===== src/rtl/wb_stage_pipe_if.sv =====
// Bus bundle for wb_stage_pipe: M-stage inputs, W-stage controls and W-stage outputs.
// master drives the M side and consumes W results; slave is the write-back stage.
interface wb_stage_pipe_if #(
    parameter int unsigned XLEN    = 32,
    parameter int unsigned RADDR_W = 5,
    parameter int unsigned CNT_W   = 64
);
    logic               StallW;
    logic               FlushW;
    logic               ValidM;
    logic               RegWriteM;
    logic [1:0]         ResultSrcM;
    logic [2:0]         Funct3M;
    logic [XLEN-1:0]    ReadDataM;
    logic [XLEN-1:0]    ALUResultM;
    logic [XLEN-1:0]    PCPlus4M;
    logic [XLEN-1:0]    ImmExtM;
    logic [RADDR_W-1:0] RdM;

    logic [XLEN-1:0]    ResultW;
    logic               RegWriteW;
    logic [RADDR_W-1:0] RdW;
    logic               ValidW;
    logic [CNT_W-1:0]   InstRetW;

    modport master (
        output StallW, FlushW, ValidM, RegWriteM, ResultSrcM, Funct3M,
               ReadDataM, ALUResultM, PCPlus4M, ImmExtM, RdM,
        input  ResultW, RegWriteW, RdW, ValidW, InstRetW
    );

    modport slave (
        input  StallW, FlushW, ValidM, RegWriteM, ResultSrcM, Funct3M,
               ReadDataM, ALUResultM, PCPlus4M, ImmExtM, RdM,
        output ResultW, RegWriteW, RdW, ValidW, InstRetW
    );
endinterface


===== src/rtl/wb_stage_pipe.sv =====
// Write-back stage: MEM/WB pipeline register, load-data extraction, 4-way result
// select and register-file write qualification.
// Optional retired-instruction counter enabled by defining WB_RETIRE_CNT_EN;
// otherwise InstRetW is tied to zero.
module wb_stage_pipe #(
    parameter int unsigned XLEN    = 32,
    parameter int unsigned RADDR_W = 5,
    parameter int unsigned CNT_W   = 64
) (
    input logic            clk,
    input logic            rst_n,
    wb_stage_pipe_if.slave bus
);
    localparam int unsigned ShW  = $clog2(XLEN);
    localparam int unsigned OffW = ShW - 3;

    logic               valid_q;
    logic               regwrite_q;
    logic [RADDR_W-1:0] rd_q;
    logic [1:0]         src_q;
    logic [2:0]         funct3_q;
    logic [XLEN-1:0]    rdata_q;
    logic [XLEN-1:0]    alu_q;
    logic [XLEN-1:0]    pc4_q;
    logic [XLEN-1:0]    imm_q;

    // MEM/WB register: flush beats stall beats load.
    always_ff @(posedge clk or negedge rst_n) begin
        if (!rst_n) begin
            valid_q    <= 1'b0;
            regwrite_q <= 1'b0;
            rd_q       <= '0;
            src_q      <= '0;
            funct3_q   <= '0;
            rdata_q    <= '0;
            alu_q      <= '0;
            pc4_q      <= '0;
            imm_q      <= '0;
        end else if (bus.FlushW) begin
            valid_q    <= 1'b0;
            regwrite_q <= 1'b0;
            rd_q       <= '0;
        end else if (!bus.StallW) begin
            valid_q    <= bus.ValidM;
            regwrite_q <= bus.RegWriteM;
            rd_q       <= bus.RdM;
            src_q      <= bus.ResultSrcM;
            funct3_q   <= bus.Funct3M;
            rdata_q    <= bus.ReadDataM;
            alu_q      <= bus.ALUResultM;
            pc4_q      <= bus.PCPlus4M;
            imm_q      <= bus.ImmExtM;
        end
    end

    logic [OffW-1:0] off;
    logic [ShW-1:0]  byte_sh;
    logic [ShW-1:0]  half_sh;
    logic [ShW-1:0]  word_sh;
    logic [XLEN-1:0] byte_v;
    logic [XLEN-1:0] half_v;
    logic [XLEN-1:0] word_v;
    logic [7:0]      b;
    logic [15:0]     h;
    logic [31:0]     w;
    logic [XLEN-1:0] load_data;

    assign off     = alu_q[OffW-1:0];
    assign byte_sh = {off, 3'b000};
    // Halfword ignores offset bit 0.
    assign half_sh = {off[OffW-1:1], 4'b0000};

    // Word select only exists for XLEN=64; in RV32 the whole word is taken.
    always_comb begin
        word_sh = '0;
        if (XLEN == 64) word_sh = {off[OffW-1], {(OffW + 2){1'b0}}};
    end

    assign byte_v = rdata_q >> byte_sh;
    assign half_v = rdata_q >> half_sh;
    assign word_v = rdata_q >> word_sh;
    assign b      = byte_v[7:0];
    assign h      = half_v[15:0];
    assign w      = word_v[31:0];

    // Load extraction by funct3; unknown encodings pass the raw word through.
    always_comb begin
        load_data = rdata_q;
        case (funct3_q)
            3'b000:  load_data = XLEN'(signed'(b));
            3'b001:  load_data = XLEN'(signed'(h));
            3'b010:  load_data = XLEN'(signed'(w));
            3'b100:  load_data = XLEN'(b);
            3'b101:  load_data = XLEN'(h);
            3'b110:  if (XLEN == 64) load_data = XLEN'(w);
            default: load_data = rdata_q;
        endcase
    end

    // Result source select.
    always_comb begin
        bus.ResultW = alu_q;
        unique case (src_q)
            2'b00: bus.ResultW = alu_q;
            2'b01: bus.ResultW = load_data;
            2'b10: bus.ResultW = pc4_q;
            2'b11: bus.ResultW = imm_q;
        endcase
    end

    assign bus.ValidW    = valid_q;
    assign bus.RdW       = rd_q;
    // x0 is never written.
    assign bus.RegWriteW = regwrite_q & valid_q & (rd_q != '0);

`ifdef WB_RETIRE_CNT_EN
    logic [CNT_W-1:0] cnt_q;

    // Count each W instruction once, on the edge it leaves (not while stalled).
    always_ff @(posedge clk or negedge rst_n) begin
        if (!rst_n) begin
            cnt_q <= '0;
        end else if (valid_q && !bus.StallW) begin
            cnt_q <= cnt_q + 1'b1;
        end
    end

    assign bus.InstRetW = cnt_q;
`else
    assign bus.InstRetW = {CNT_W{1'b0}};
`endif

endmodule


===== src/flat_wrapper.sv =====
// flat-port wrapper written by rule: the top's interface ports become plain ports
module wb_stage_pipe_flat 
#(
    parameter int unsigned XLEN    = 32,
    parameter int unsigned RADDR_W = 5,
    parameter int unsigned CNT_W   = 64
)
  (clk, rst_n, bus_StallW, bus_FlushW, bus_ValidM, bus_RegWriteM, bus_ResultSrcM, bus_Funct3M, bus_ReadDataM, bus_ALUResultM, bus_PCPlus4M, bus_ImmExtM, bus_RdM, bus_ResultW, bus_RegWriteW, bus_RdW, bus_ValidW, bus_InstRetW);
  wb_stage_pipe_if #(.XLEN(XLEN), .RADDR_W(RADDR_W), .CNT_W(CNT_W)) bus_i ();
  input logic clk;
  input logic rst_n;
  input wire logic [$bits(bus_i.StallW)-1:0] bus_StallW;
  input wire logic [$bits(bus_i.FlushW)-1:0] bus_FlushW;
  input wire logic [$bits(bus_i.ValidM)-1:0] bus_ValidM;
  input wire logic [$bits(bus_i.RegWriteM)-1:0] bus_RegWriteM;
  input wire logic [$bits(bus_i.ResultSrcM)-1:0] bus_ResultSrcM;
  input wire logic [$bits(bus_i.Funct3M)-1:0] bus_Funct3M;
  input wire logic [$bits(bus_i.ReadDataM)-1:0] bus_ReadDataM;
  input wire logic [$bits(bus_i.ALUResultM)-1:0] bus_ALUResultM;
  input wire logic [$bits(bus_i.PCPlus4M)-1:0] bus_PCPlus4M;
  input wire logic [$bits(bus_i.ImmExtM)-1:0] bus_ImmExtM;
  input wire logic [$bits(bus_i.RdM)-1:0] bus_RdM;
  output wire logic [$bits(bus_i.ResultW)-1:0] bus_ResultW;
  output wire logic [$bits(bus_i.RegWriteW)-1:0] bus_RegWriteW;
  output wire logic [$bits(bus_i.RdW)-1:0] bus_RdW;
  output wire logic [$bits(bus_i.ValidW)-1:0] bus_ValidW;
  output wire logic [$bits(bus_i.InstRetW)-1:0] bus_InstRetW;
  assign bus_i.StallW = bus_StallW;
  assign bus_i.FlushW = bus_FlushW;
  assign bus_i.ValidM = bus_ValidM;
  assign bus_i.RegWriteM = bus_RegWriteM;
  assign bus_i.ResultSrcM = bus_ResultSrcM;
  assign bus_i.Funct3M = bus_Funct3M;
  assign bus_i.ReadDataM = bus_ReadDataM;
  assign bus_i.ALUResultM = bus_ALUResultM;
  assign bus_i.PCPlus4M = bus_PCPlus4M;
  assign bus_i.ImmExtM = bus_ImmExtM;
  assign bus_i.RdM = bus_RdM;
  assign bus_ResultW = bus_i.ResultW;
  assign bus_RegWriteW = bus_i.RegWriteW;
  assign bus_RdW = bus_i.RdW;
  assign bus_ValidW = bus_i.ValidW;
  assign bus_InstRetW = bus_i.InstRetW;
  wb_stage_pipe #(.XLEN(XLEN), .RADDR_W(RADDR_W), .CNT_W(CNT_W)) u_core (.clk(clk), .rst_n(rst_n), .bus(bus_i));
endmodule

===== config.mk =====
export PLATFORM = sky130hd
export DESIGN_NAME = wb_stage_pipe_flat
export DESIGN_NICKNAME = d
export VERILOG_FILES = /design/src/rtl/wb_stage_pipe_if.sv /design/src/rtl/wb_stage_pipe.sv /design/src/flat_wrapper.sv
export SDC_FILE = /design/constraint.sdc
export NUM_CORES = 1
export LEC_CHECK = 0
export BUFFER_PORTS_ARGS = -buffer_cell sky130_fd_sc_hd__buf_2
export CORE_ASPECT_RATIO = 0.75
export CORE_MARGIN = 3
export CORE_UTILIZATION = 34
export DETAILED_ROUTE_END_ITERATION = 10
export GPL_ROUTABILITY_DRIVEN = 0
export PLACE_DENSITY = 0.69
export SLEW_MARGIN = 20
export SYNTH_ARGS = -nofsm -noshare
export SYNTH_HDL_FRONTEND = slang
export SYNTH_SLANG_ARGS = --single-unit

===== constraint.sdc =====
create_clock -name clk -period 1.7 [get_ports clk]
set_input_delay 0.34 -clock clk [delete_from_list [all_inputs] [get_ports clk]]
set_output_delay 0.34 -clock clk [all_outputs]
set_load 0.05 [all_outputs]

---- Yosys cells after proc, flatten, opt, wreduce, memory -nomap -nowiden ----
Index checks and enable logic that the tools add are counted.
cells by class
  magnitude comparators ................... 0
  multipliers ............................. 0
  equal/unequal tests ..................... 7
  add/subtract/negate cells ............... 0
  bitwise logic cells ..................... 4
  muxes and demuxes ....................... 8
  div/mod/pow operators ................... 0
  reductions and logical operators ........ 4
  shift operators ......................... 2
operator list
  cell                number
  $pmux 32 s4         2
  $shr 32x5->16       1
  $shr 32x5->8        1
  $mux 5              2
  $eq 3x3->1 const B  2
  $reduce_bool 5->1   1
  $eq 2x2->1 const B  2
  $mux 1              4
  $eq 3x1->1 const B  1
  $logic_not 3->1     1
  $and 1x1->1         2
  $eq 2x1->1 const B  1
  $logic_not 2->1     1
  $ne 2x1->1 const B  1
  $not 1->1           2
  $reduce_and 2->1    1
storage, ports and cells
  memories kept ........................... 0
  input bits .............................. 144
  register bits ........................... 140
  memory bits (read-only) ................. 0
  output and inout port bits .............. 103
  bits in writable memories ............... 0
  latch bits .............................. 0

---- Depth between registers and ports, before layout ----
Gate-level depths: netlist of the first run.
  depth in word-level cells ............... 3
  mapped depth ............................ 6

---- Worst setup path after synthesis of the first run ----
No wires, ideal clock.
  path kind ............................... register to output
  from .................................... register u_core.funct3_q[0]
  to ...................................... output bus_ResultW[0]
  setup slack ............................. -0.656 ns
  data required time ...................... 1.360 ns
  arrival time ............................ 2.016 ns
  stages on the path, launching flop included .. 6
  cell sequence ........................... dfrtp_1 -> nand2b_1 -> clkbuf_1 -> a21oi_1 -> o211ai_1 -> a21oi_1
between the ends
  word-level cells in the longest chain between the ends .. 3
  elaborated cells between the ends (all ways) .. 6
RTL lines
  item                                RTL line              RTL
  start: declaration                  wb_stage_pipe.sv:21   logic [2:0] funct3_q;
  start signal: assignment            wb_stage_pipe.sv:48   funct3_q <= bus.Funct3M;
  $eq 3x3->1 (tied with other cells)  wb_stage_pipe.sv:89   case (funct3_q)
  $pmux 32 s4 *                       wb_stage_pipe.sv:89
  $pmux 32 s4 *                       wb_stage_pipe.sv:103  unique case (src_q)
  end: declaration                    flat_wrapper.sv:23    output wire logic [$bits(bus_i.ResultW)-1:0] bus_ResultW;
Every way passes the cells marked *; elsewhere a longest branch is shown, timed or not.

---- Worst setup path after layout of the first run ----
  from .................................... register u_core.alu_q[0]
  to ...................................... output bus_ResultW[25]
between the ends
  word-level cells in the longest chain between the ends .. 3
RTL lines
  item                      RTL line              RTL
  start: declaration        wb_stage_pipe.sv:23   logic [XLEN-1:0] alu_q;
  start signal: assignment  wb_stage_pipe.sv:50   alu_q <= bus.ALUResultM;
  $shr 32x5->8              wb_stage_pipe.sv:79   assign byte_v = rdata_q >> byte_sh;
  $pmux 32 s4               wb_stage_pipe.sv:89
  $pmux 32 s4               wb_stage_pipe.sv:103
Every way passes these cells.

==> run_results.csv, run 1 <==
group,metric,value,unit
route,drc_errors,0,
floorplan,die-width,175,um
worst_setup_path,cp_slowest_cell,"dfrtp_2",
sta,rsz0062_at_grt,"true",
route,viasPerCell,4.79,
power,power_frac_seq,32.9,%
route,wirelength,22100,um
worst_setup_path,cp_top_family,"compound AO/OA/AOI/OAI gates",
floorplan,fp.dieH,133,um
hold_path,hp-class,"input pin to flop",
yosys,ys_top_cells_by_area,"dfrtp_1 48%, mux2_1 15%, buf_4 7.3%",
route,ant_nets,0,
worst_setup_path,arrival,2180,ps
power,swShare,36.8,%
sta,fmax,397,MHz
yosys,ys_types,37,
global_routing,grt_overflow,0,
sta,final_hold_viol_count,0,
power,power_frac_comb,37.6,%
sta,final-max-slew-violation-count,0,
worst_setup_path,critPathCaptureType,"output port",
global_routing,grtUsageTotal,19.1,%
power,power.total,12.7,mW
route,dr.pass1.iters,4,
worst_setup_path,cpPeakStageDelay,430,ps
sta,fin_crit_sh,148,%
power,p_int,8.02,mW
clock_tree,clk_path_buf_depth,2,
yosys,ys.flop_type,"dfrtp_1",
yosys,yosysWarnings,0,
global_routing,antenna_found_initial,7,
final_layout,fin_nets,1037,
flow_run,maxCapViolations,0,
sta,setup_violations,33,
sta,whs,131,ps
worst_setup_path,timing_worst_setup_path_type,"flop to output port",
worst_setup_path,setup.worst_path.end,"bus_ResultW[25]",
yosys,avgSynthCellArea,11.3,um2
yosys,yosys.area.top_type_share,48.3,%
yosys,synthCells,644,
power,p_leak,4.76,nW
floorplan,die_area,0.0231,mm2
worst_setup_path,path_depth,5,
worst_setup_path,path_max_fanout,8,
yosys,synthArstFlopShare,100,%
power,powerDensity,1230,mW/mm2
worst_setup_path,crit_chain,"mux2i_2 -> o22ai_4 -> o211a_4 -> a211o_4 -> buf_8",
run_status,violations,"setup timing",
route,drt_iter0_markers,252,
yosys,synthTopCellsByCount,"140 x dfrtp_1, 94 x mux2_1, 71 x buf_4",
route,route.detailed.wl_per_inst,18.6,um
clock_tree,cts_inserted_buffers,17,
yosys,synth_edf_count,0,
clock_tree,cts_tree,"yes",
route,vias,5699,
worst_setup_path,cp.buffers_inverters,1,
global_routing,grt_pass1_vias,5814,
worst_setup_path,r2r_start,"u_core.funct3_q[1]",
sta,fin_crit,2520,ps
global_routing,grt_first_pass_wirelength,34200,um
floorplan,boundaryPins,247,
run_status,status,"finished, violations left",
yosys,synth_largest_area_cell,"dfrtp_1",
final_layout,nFillCells,1844,
clock_tree,cts.sinks,140,
yosys,synth_seq_cells,140,
worst_setup_path,critPathLaunch,"u_core.alu_q[0]",
sta,fin_setup_tns,-23860,ps
floorplan,core_area,0.0206,mm2
yosys,ys_seq_area_share,48.3,%
placement,portBuffers,182,
final_layout,drive_gt1_share,44.6,%
worst_setup_path,reg2reg_to,"u_core.funct3_q[1]",
floorplan,initial_utilization,35.2,%
worst_setup_path,start_kind,"flop",
final_layout,syn_to_final_growth,42.5,%
global_routing,grt_max_degree,40,
clock_tree,clk_latency,410,ps
yosys,yosysMostFrequentCell,"dfrtp_1",
power,power.net_switching,4.67,mW
yosys,synth_area,0.00725,mm2
floorplan,row_count,45,
clock_tree,clock-root-buffer,"clkbuf_16",
sta,setup_ws,-821,ps
sta,clock-skew-final,0,ps
placement,hpwl,16200,um
power,power_frac_clock,29.5,%
power,vdd_drop_max,0.771,mV
hold_path,hp-start,"bus_ALUResultM[14]",
worst_setup_path,r2r_slack,380,ps
clock_tree,htree_levels,4,
clock_tree,cts.clk_slew.worst_paths,70,ps
worst_setup_path,required,1360,ps
worst_setup_path,reg2reg_depth,3,
==> timing repair <==
action                                  CTS  global route
hold buffers                              1             0
pin swaps                                21            15
gates cloned                              1             0
gates resized for setup                 107            26
buffers inserted                          9             1
endpoints found under the setup margin   33            33
hold endpoints to repair                 30             0
==> layer usage <==
layer | vias up | global-route usage [%] | wire [um]
li1 | 2655 | - | -
met1 | 2803 | 27.2 | 10100
met2 | 203 | 28.4 | 9910
met3 | 26 | 6.74 | 1790
met4 | 12 | 3.90 | 200
met5 | - | 0 | 57
==> cells by family after synthesis <==
logic type	Yosys count	synth area share, %
other	1	0.0517
and+or+nand+nor	101	6.02
AOI/OAI and AO/OA	125	11.9
muxes	153	23.2
DFF	140	48.3
buffers and inverters	124	10.5
==> stage by stage <==
stage	cells	worst slack [ps]	cell area (um2)	utilization [%]
after floorplan	707	-249	7840	-
after global placement	1144	-572	9100	44.2
after detailed placement	1144	-582	9100	44.2
after CTS	1187	-803	10200	49.6
after global routing	1189	-861	10300	50.2
final	1189	-821	10300	50.2
==> cell type report <==
class | count | area, um2 | share of cell area (%)
Antenna cell | 1 | 2.50 | 0.0242
Clock buffer | 18 | 429 | 4.15
Clock inverter | 14 | 158 | 1.52
Inverter | 16 | 61.3 | 0.593
Multi-Input combinational cell | 444 | 3820 | 36.9
Sequential cell | 140 | 3510 | 34.0
Tap cell | 282 | 353 | 3.41
Timing Repair Buffer | 274 | 2000 | 19.4
==> worst min-delay path by stage <==
stage / cells after the start / slack [ps] / endpoint
4_1_cts: 3 / 110 / u_core.pc4_q[0]
2_1_floorplan: 0 / 40 / u_core.alu_q[0]
5_1_grt: 2 / 110 / u_core.imm_q[8]
3_5_place_dp: 1 / 270 / u_core.imm_q[31]
3_3_place_gp: 1 / 270 / u_core.rdata_q[24]
6_report: 2 / 130 / u_core.alu_q[14]
==> placed cells by master (no fill, tap or decap), types with 9 or more instances in the layout <==
cell,instances
conb_1,64
dfrtp_2,9
buf_4,82
a211o_4,13
o211ai_1,9
o21ai_0,24
dfrtp_1,131
a22o_1,17
clkbuf_16,17
mux2_2,23
a21oi_1,10
nand2_1,34
inv_1,15
buf_6,20
mux2i_1,34
nor2_1,44
mux2_1,94
a21oi_4,15
buf_12,13
buf_8,10
buf_2,148
==> flip-flops by register name, summed over array words and instances, names as in the netlist <==
| register | flops |
|---|---|
| u_core.alu_q | 32 |
| u_core.bus.ValidW | 1 |
| u_core.regwrite_q | 1 |
| u_core.pc4_q | 32 |
| u_core.src_q | 2 |
| u_core.funct3_q | 3 |
| u_core.bus.RdW | 5 |
| u_core.imm_q | 32 |
| u_core.rdata_q | 32 |
==> power groups by stage <==
stage	sequential [mW]	clock (mW)	combinational, mW
2_1_floorplan	4.09	0	3.01
3_3_place_gp	4.20	0	4.01
3_5_place_dp	4.21	0	4.05
4_1_cts	4.15	3.84	4.66
5_1_grt	4.22	3.97	5.06
6_report	4.17	3.74	4.78
No activity file was read; power rests on OpenSTA's default activity.
==> run 2, diff against run 1 <==
- CTS_CLUSTER_SIZE: not set -> 14
- PLACE_DENSITY: 0.69 -> 0.67
- SKIP_LAST_GASP: not set -> 1
- clock period: 1.7 -> 3.1 ns (I/O delays scaled with it)
==> run 2 against run 1 <==
Compared with the run above: the flow now finishes without violations; largest power group is now sequential cells; clock power shrank 44%; worst hold slack lost 21 ps; critical path depth is the same; core utilization shrank 7.1 points; power shrank 51%; non-clock buffer count shrank 75; final cell count shrank 6.3%; wire length shrank 9.5%; via count shrank 4.0%.
==> run_results.csv, run 2 (synthesized netlist as in run 1, its figures left out) <==
group,metric,value,unit
worst_setup_path,timing_worst_setup_path_type,"flop to output port",
final_layout,layout_commonest_cell,"buf_2",
floorplan,core_area,0.0206,mm2
final_layout,syn_to_final_growth,22.2,%
power,power.net_switching,2.40,mW
clock_tree,cts_inserted_buffers,17,
route,drc_errors,0,
route,wirelength,20000,um
hold_path,hp-class,"input pin to asynchronous set/reset pin",
power,vdd_drop_max,0.406,mV
worst_setup_path,critPathCaptureType,"output port",
floorplan,boundaryPins,247,
clock_tree,clk_path_buf_depth,2,
global_routing,grt_overflow,0,
sta,fin_crit_sh,98.2,%
floorplan,die-width,175,um
clock_tree,cts.sinks,140,
sta,fin_crit,3040,ps
clock_tree,clock-root-buffer,"clkbuf_16",
route,route.detailed.wl_per_inst,18.0,um
global_routing,grt_pass1_vias,5474,
clock_tree,cts_tree,"yes",
clock_tree,cts_resized,0,
sta,fmax,329,MHz
route,vias,5470,
power,powerDensity,702,mW/mm2
global_routing,antenna_found_initial,2,
clock_tree,cts.clk_slew.worst_paths,70,ps
route,ant_nets,0,
sta,worst-slew-pin-transition,642,ps
route,viasPerCell,4.91,
power,p_leak,4.22,nW
clock_tree,clk_latency,420,ps
power,power_frac_seq,36.8,%
worst_setup_path,arrival,2420,ps
worst_setup_path,start_kind,"flop",
worst_setup_path,required,2480,ps
final_layout,layout_common_cells,"181 x buf_2, 137 x dfrtp_1, 94 x mux2_1",
worst_setup_path,path_max_fanout,15,
sta,final-max-slew-violation-count,0,
power,p_int,3.83,mW
power,power_frac_comb,29.6,%
floorplan,row_count,45,
floorplan,die_area,0.0231,mm2
global_routing,grt_max_degree,48,
global_routing,grtUsageTotal,17.3,%
final_layout,fin_nets,961,
power,swShare,38.5,%
floorplan,initial_utilization,35.2,%
placement,portBuffers,182,
power,power.total,6.23,mW
flow_run,maxCapViolations,0,
route,dr.pass1.iters,5,
sta,whs,111,ps
final_layout,drive_gt1_share,32.0,%
route,drt_iter0_markers,299,
clock_tree,cts_hold_buf,0,
sta,setup_violations,0,
run_status,status,"finished clean",
clock_tree,post_cts_buffers,0,
sta,clock-skew-final,0,ps
floorplan,fp.dieH,133,um
power,power_frac_clock,33.6,%
clock_tree,htree_levels,4,
sta,final_hold_viol_count,0,
placement,hpwl,14800,um
sta,maxSlewHeadroom,57.2,%
sta,rsz0062_at_grt,"true",
global_routing,grt_first_pass_wirelength,30900,um
run 2: changes by cell type in the layout (fill, tap and decap cells not counted), moves of 7 or more:
cell       before  now
a211o_1         0   16
a211o_4        13    0
a21oi_1        10   28
a21oi_4        15    0
buf_12         13    3
buf_2         148  181
buf_4          82   14
buf_6          20    1
buf_8          10    0
o2111ai_1       0    7
o2111ai_4       7    0
run 2: routing by layer:
metal  share of wire, %  GRT usage, %
met1                 46          24.6
met2                 43          25.1
met3                9.6          5.88
met4                1.4          4.65
met5               0.11             0
run 2: final timing paths:
kind	start	end	slack, ps	cells past startpoint
min in group clk	bus_PCPlus4M[0]	u_core.pc4_q[0]	400	3
hold reg to reg	u_core.alu_q[25]	u_core.alu_q[25]	490	1
setup reg to reg	u_core.src_q[1]	u_core.src_q[1]	1820	2
max in group asynchronous	rst_n	u_core.rdata_q[0]	2270	2
hold / removal	rst_n	u_core.rdata_q[25]	110	1
setup / recovery	u_core.alu_q[1]	bus_ResultW[12]	60	5
run 2: power groups by stage:
stage | Sequential (mW) | Combinational, mW | Clock [mW]
finish | 2.29 | 1.84 | 2.09
detailed placement | 2.32 | 1.83 | 0
floorplan | 2.24 | 1.44 | 0
global route | 2.33 | 1.98 | 2.23
CTS | 2.29 | 1.84 | 2.14
global placement | 2.31 | 1.82 | 0
run 2: worst max-delay path: stages (launching register included):
cell	delay, ps
dfrtp_1	550
or2_1	340
o22ai_1	230
nand2_1	90
a22oi_1	430
buf_2	360
run 2: cell type report:
cell class              instances  area, um2
repair buffers                199       1080
diodes                          2       5.00
inverters                      16       60.1
well taps                     282        353
flip-flops and latches        140       3510
multi-input cells             443       3260
clock buffers                  17        425
fillers                      2015      11700
clock inverters                15        178
run 2: per-stage QoR:
| stage | instances | setup TNS, ps | util, % | worst slack [ps] | instance area (um2) |
|---|---|---|---|---|---|
| floorplan | 707 | 0 | - | 464 | 7490 |
| global placement | 1080 | 0 | 40.0 | 531 | 8240 |
| detailed placement | 1080 | 0 | 40.0 | 540 | 8240 |
| CTS | 1112 | 0 | 42.9 | 3.58 | 8840 |
| global route | 1112 | -24.6 | 43.0 | -9.67 | 8860 |
| finish | 1114 | 0 | 43.0 | 57.1 | 8870 |
==> run 3, diff against run 2 <==
- MAX_ROUTING_LAYER: not set -> met4
==> run 3 against run 2 <==
Compared with the run above: worst hold slack worse by 1.0 ps; global-route usage is 0.56 points higher; critical path depth stayed put; via count is 0.64% lower; non-clock buffer count stayed put; clock power hardly changed; critical path type unchanged; critical endpoint unchanged; largest cell class unchanged; highest routed layer is now met4.
==> run_results.csv, run 3 (synthesized netlist as in run 1, its figures left out) <==
group,metric,value,unit
power,power.total,6.24,mW
global_routing,grt_busiest_layer,"met2",
sta,fin_crit,3050,ps
clock_tree,clk_path_buf_depth,2,
worst_setup_path,r2r_slack,1830,ps
route,vias,5435,
global_routing,grt.met2_usage,25.2,%
worst_setup_path,r2r_start,"u_core.src_q[1]",
sta,final_hold_viol_count,0,
global_routing,grt_first_pass_wirelength,31000,um
sta,fin_crit_sh,98.4,%
worst_setup_path,required,2480,ps
placement,portBuffers,182,
final_layout,final_util,43.1,%
clock_tree,clk_latency,420,ps
floorplan,fp.dieH,133,um
sta,final-max-slew-violation-count,0,
global_routing,met3_usage,5.31,%
clock_tree,cts.clk_slew.worst_paths,70,ps
power,vdd_drop_max,0.409,mV
final_layout,fin_nets,961,
power,p_leak,4.22,nW
route,drc_errors,0,
floorplan,boundaryPins,247,
route,wirelength,20100,um
floorplan,initial_utilization,35.2,%
sta,setup_violations,0,
global_routing,grtUsageTotal,17.8,%
final_layout,syn_to_final_growth,22.3,%
flow_run,maxCapViolations,0,
global_routing,grt_pass1_vias,5480,
sta,maxSlewHeadroom,56.7,%
power,powerDensity,703,mW/mm2
final_layout,final_cell_area,0.00887,mm2
clock_tree,cts.sinks,140,
sta,worst-slew-pin-transition,649,ps
placement,preCtsSetupSlack,540,ps
placement,place_inst,1080,
route,route.detailed.wl_per_inst,18.0,um
final_layout,layout_commonest_cell,"buf_2",
run_status,status,"finished clean",
worst_setup_path,reg2reg_to,"u_core.src_q[1]",
worst_setup_path,critPathLaunch,"u_core.alu_q[1]",
worst_setup_path,setup.worst_path.end,"bus_ResultW[12]",
worst_setup_path,timing_worst_setup_path_type,"flop to output port",
worst_setup_path,path_max_fanout,15,
sta,clock-skew-final,0,ps
clock_tree,cts_hold_buf,0,
hold_path,hp-class,"input pin to asynchronous set/reset pin",
floorplan,die-width,175,um
placement,dpl_cell_area,0.00824,mm2
final_layout,drive_gt1_share,32.0,%
clock_tree,htree_levels,4,
floorplan,die_area,0.0231,mm2
placement,hpwl,14800,um
sta,fin_setup_tns,0,ps
worst_setup_path,arrival,2430,ps
route,viasPerCell,4.87,
clock_tree,clock-root-buffer,"clkbuf_16",
sta,fmax,328,MHz
global_routing,antenna_found_initial,2,
floorplan,core_area,0.0206,mm2
global_routing,grt_max_degree,48,
sta,whs,110,ps
sta,rsz0062_at_grt,"true",
worst_setup_path,reg2reg_depth,2,
worst_setup_path,start_kind,"flop",
worst_setup_path,critPathCaptureType,"output port",
clock_tree,cts_tree,"yes",
sta,setup_ws,49.9,ps
global_routing,grtUsageMet1,25.0,%
route,ant_nets,0,
route,drt_iter0_markers,372,
final_layout,layout_common_cells,"181 x buf_2, 137 x dfrtp_1, 94 x mux2_1",
clock_tree,cts_inserted_buffers,17,
floorplan,row_count,45,
global_routing,grt_overflow,0,
route,dr.pass1.iters,5,
final_layout,fin_cells,1116,
[run 3: changes by cell type in the layout (fill, tap and decap cells not counted)]
| cell | delta |
|---|---|
| diode_2 | +2 |
[run 3: how the worst min path moves through the flow]
stage	startpoint	to	slack [ps]
after detailed placement	u_core.alu_q[12]	u_core.alu_q[12]	470
final	rst_n	u_core.rdata_q[25]	110
after CTS	rst_n	u_core.rdata_q[25]	120
after global routing	rst_n	u_core.rdata_q[27]	120
after floorplan	rst_n	u_core.alu_q[0]	320
after global placement	u_core.alu_q[30]	u_core.alu_q[30]	470
[run 3: critical path, stage by stage (launching register included)]
cell and delay (ps):
dfrtp_1 550, or2_1 340, o22ai_1 230, nand2_1 90
a22oi_1 430, buf_2 360
[run 3: area by class of cell]
type | instances | area [um2]
tap | 282 | 353
clock buffer | 17 | 425
clock inverter | 15 | 178
fill | 2013 | 11700
multi-input combinational | 443 | 3260
timing repair buffer | 199 | 1080
sequential | 140 | 3510
antenna | 4 | 10.0
inverter | 16 | 60.1
[run 3: per-layer routing]
layer  routed length (um)  vias to the layer above
met5                    0                        -
met4                  308                        0
met3                 1710                       19
met2                 8500                      259
met1                 9530                     2657
li1                     -                     2500
[run 3: repair_timing]
| item | 4_1_cts | 5_1_grt |
|---|---|---|
| gates resized for setup | 0 | 5 |
| setup endpoints to repair | 0 | 13 |
| buffers inserted | 0 | 0 |
[run 3: report_power, final]
group	internal, mW	switching [mW]	leakage [nW]	total (mW)
sequential	2.08	0.209	1.66	2.29
clock	1.16	0.946	0.290	2.10
combinational	0.588	1.26	2.27	1.84
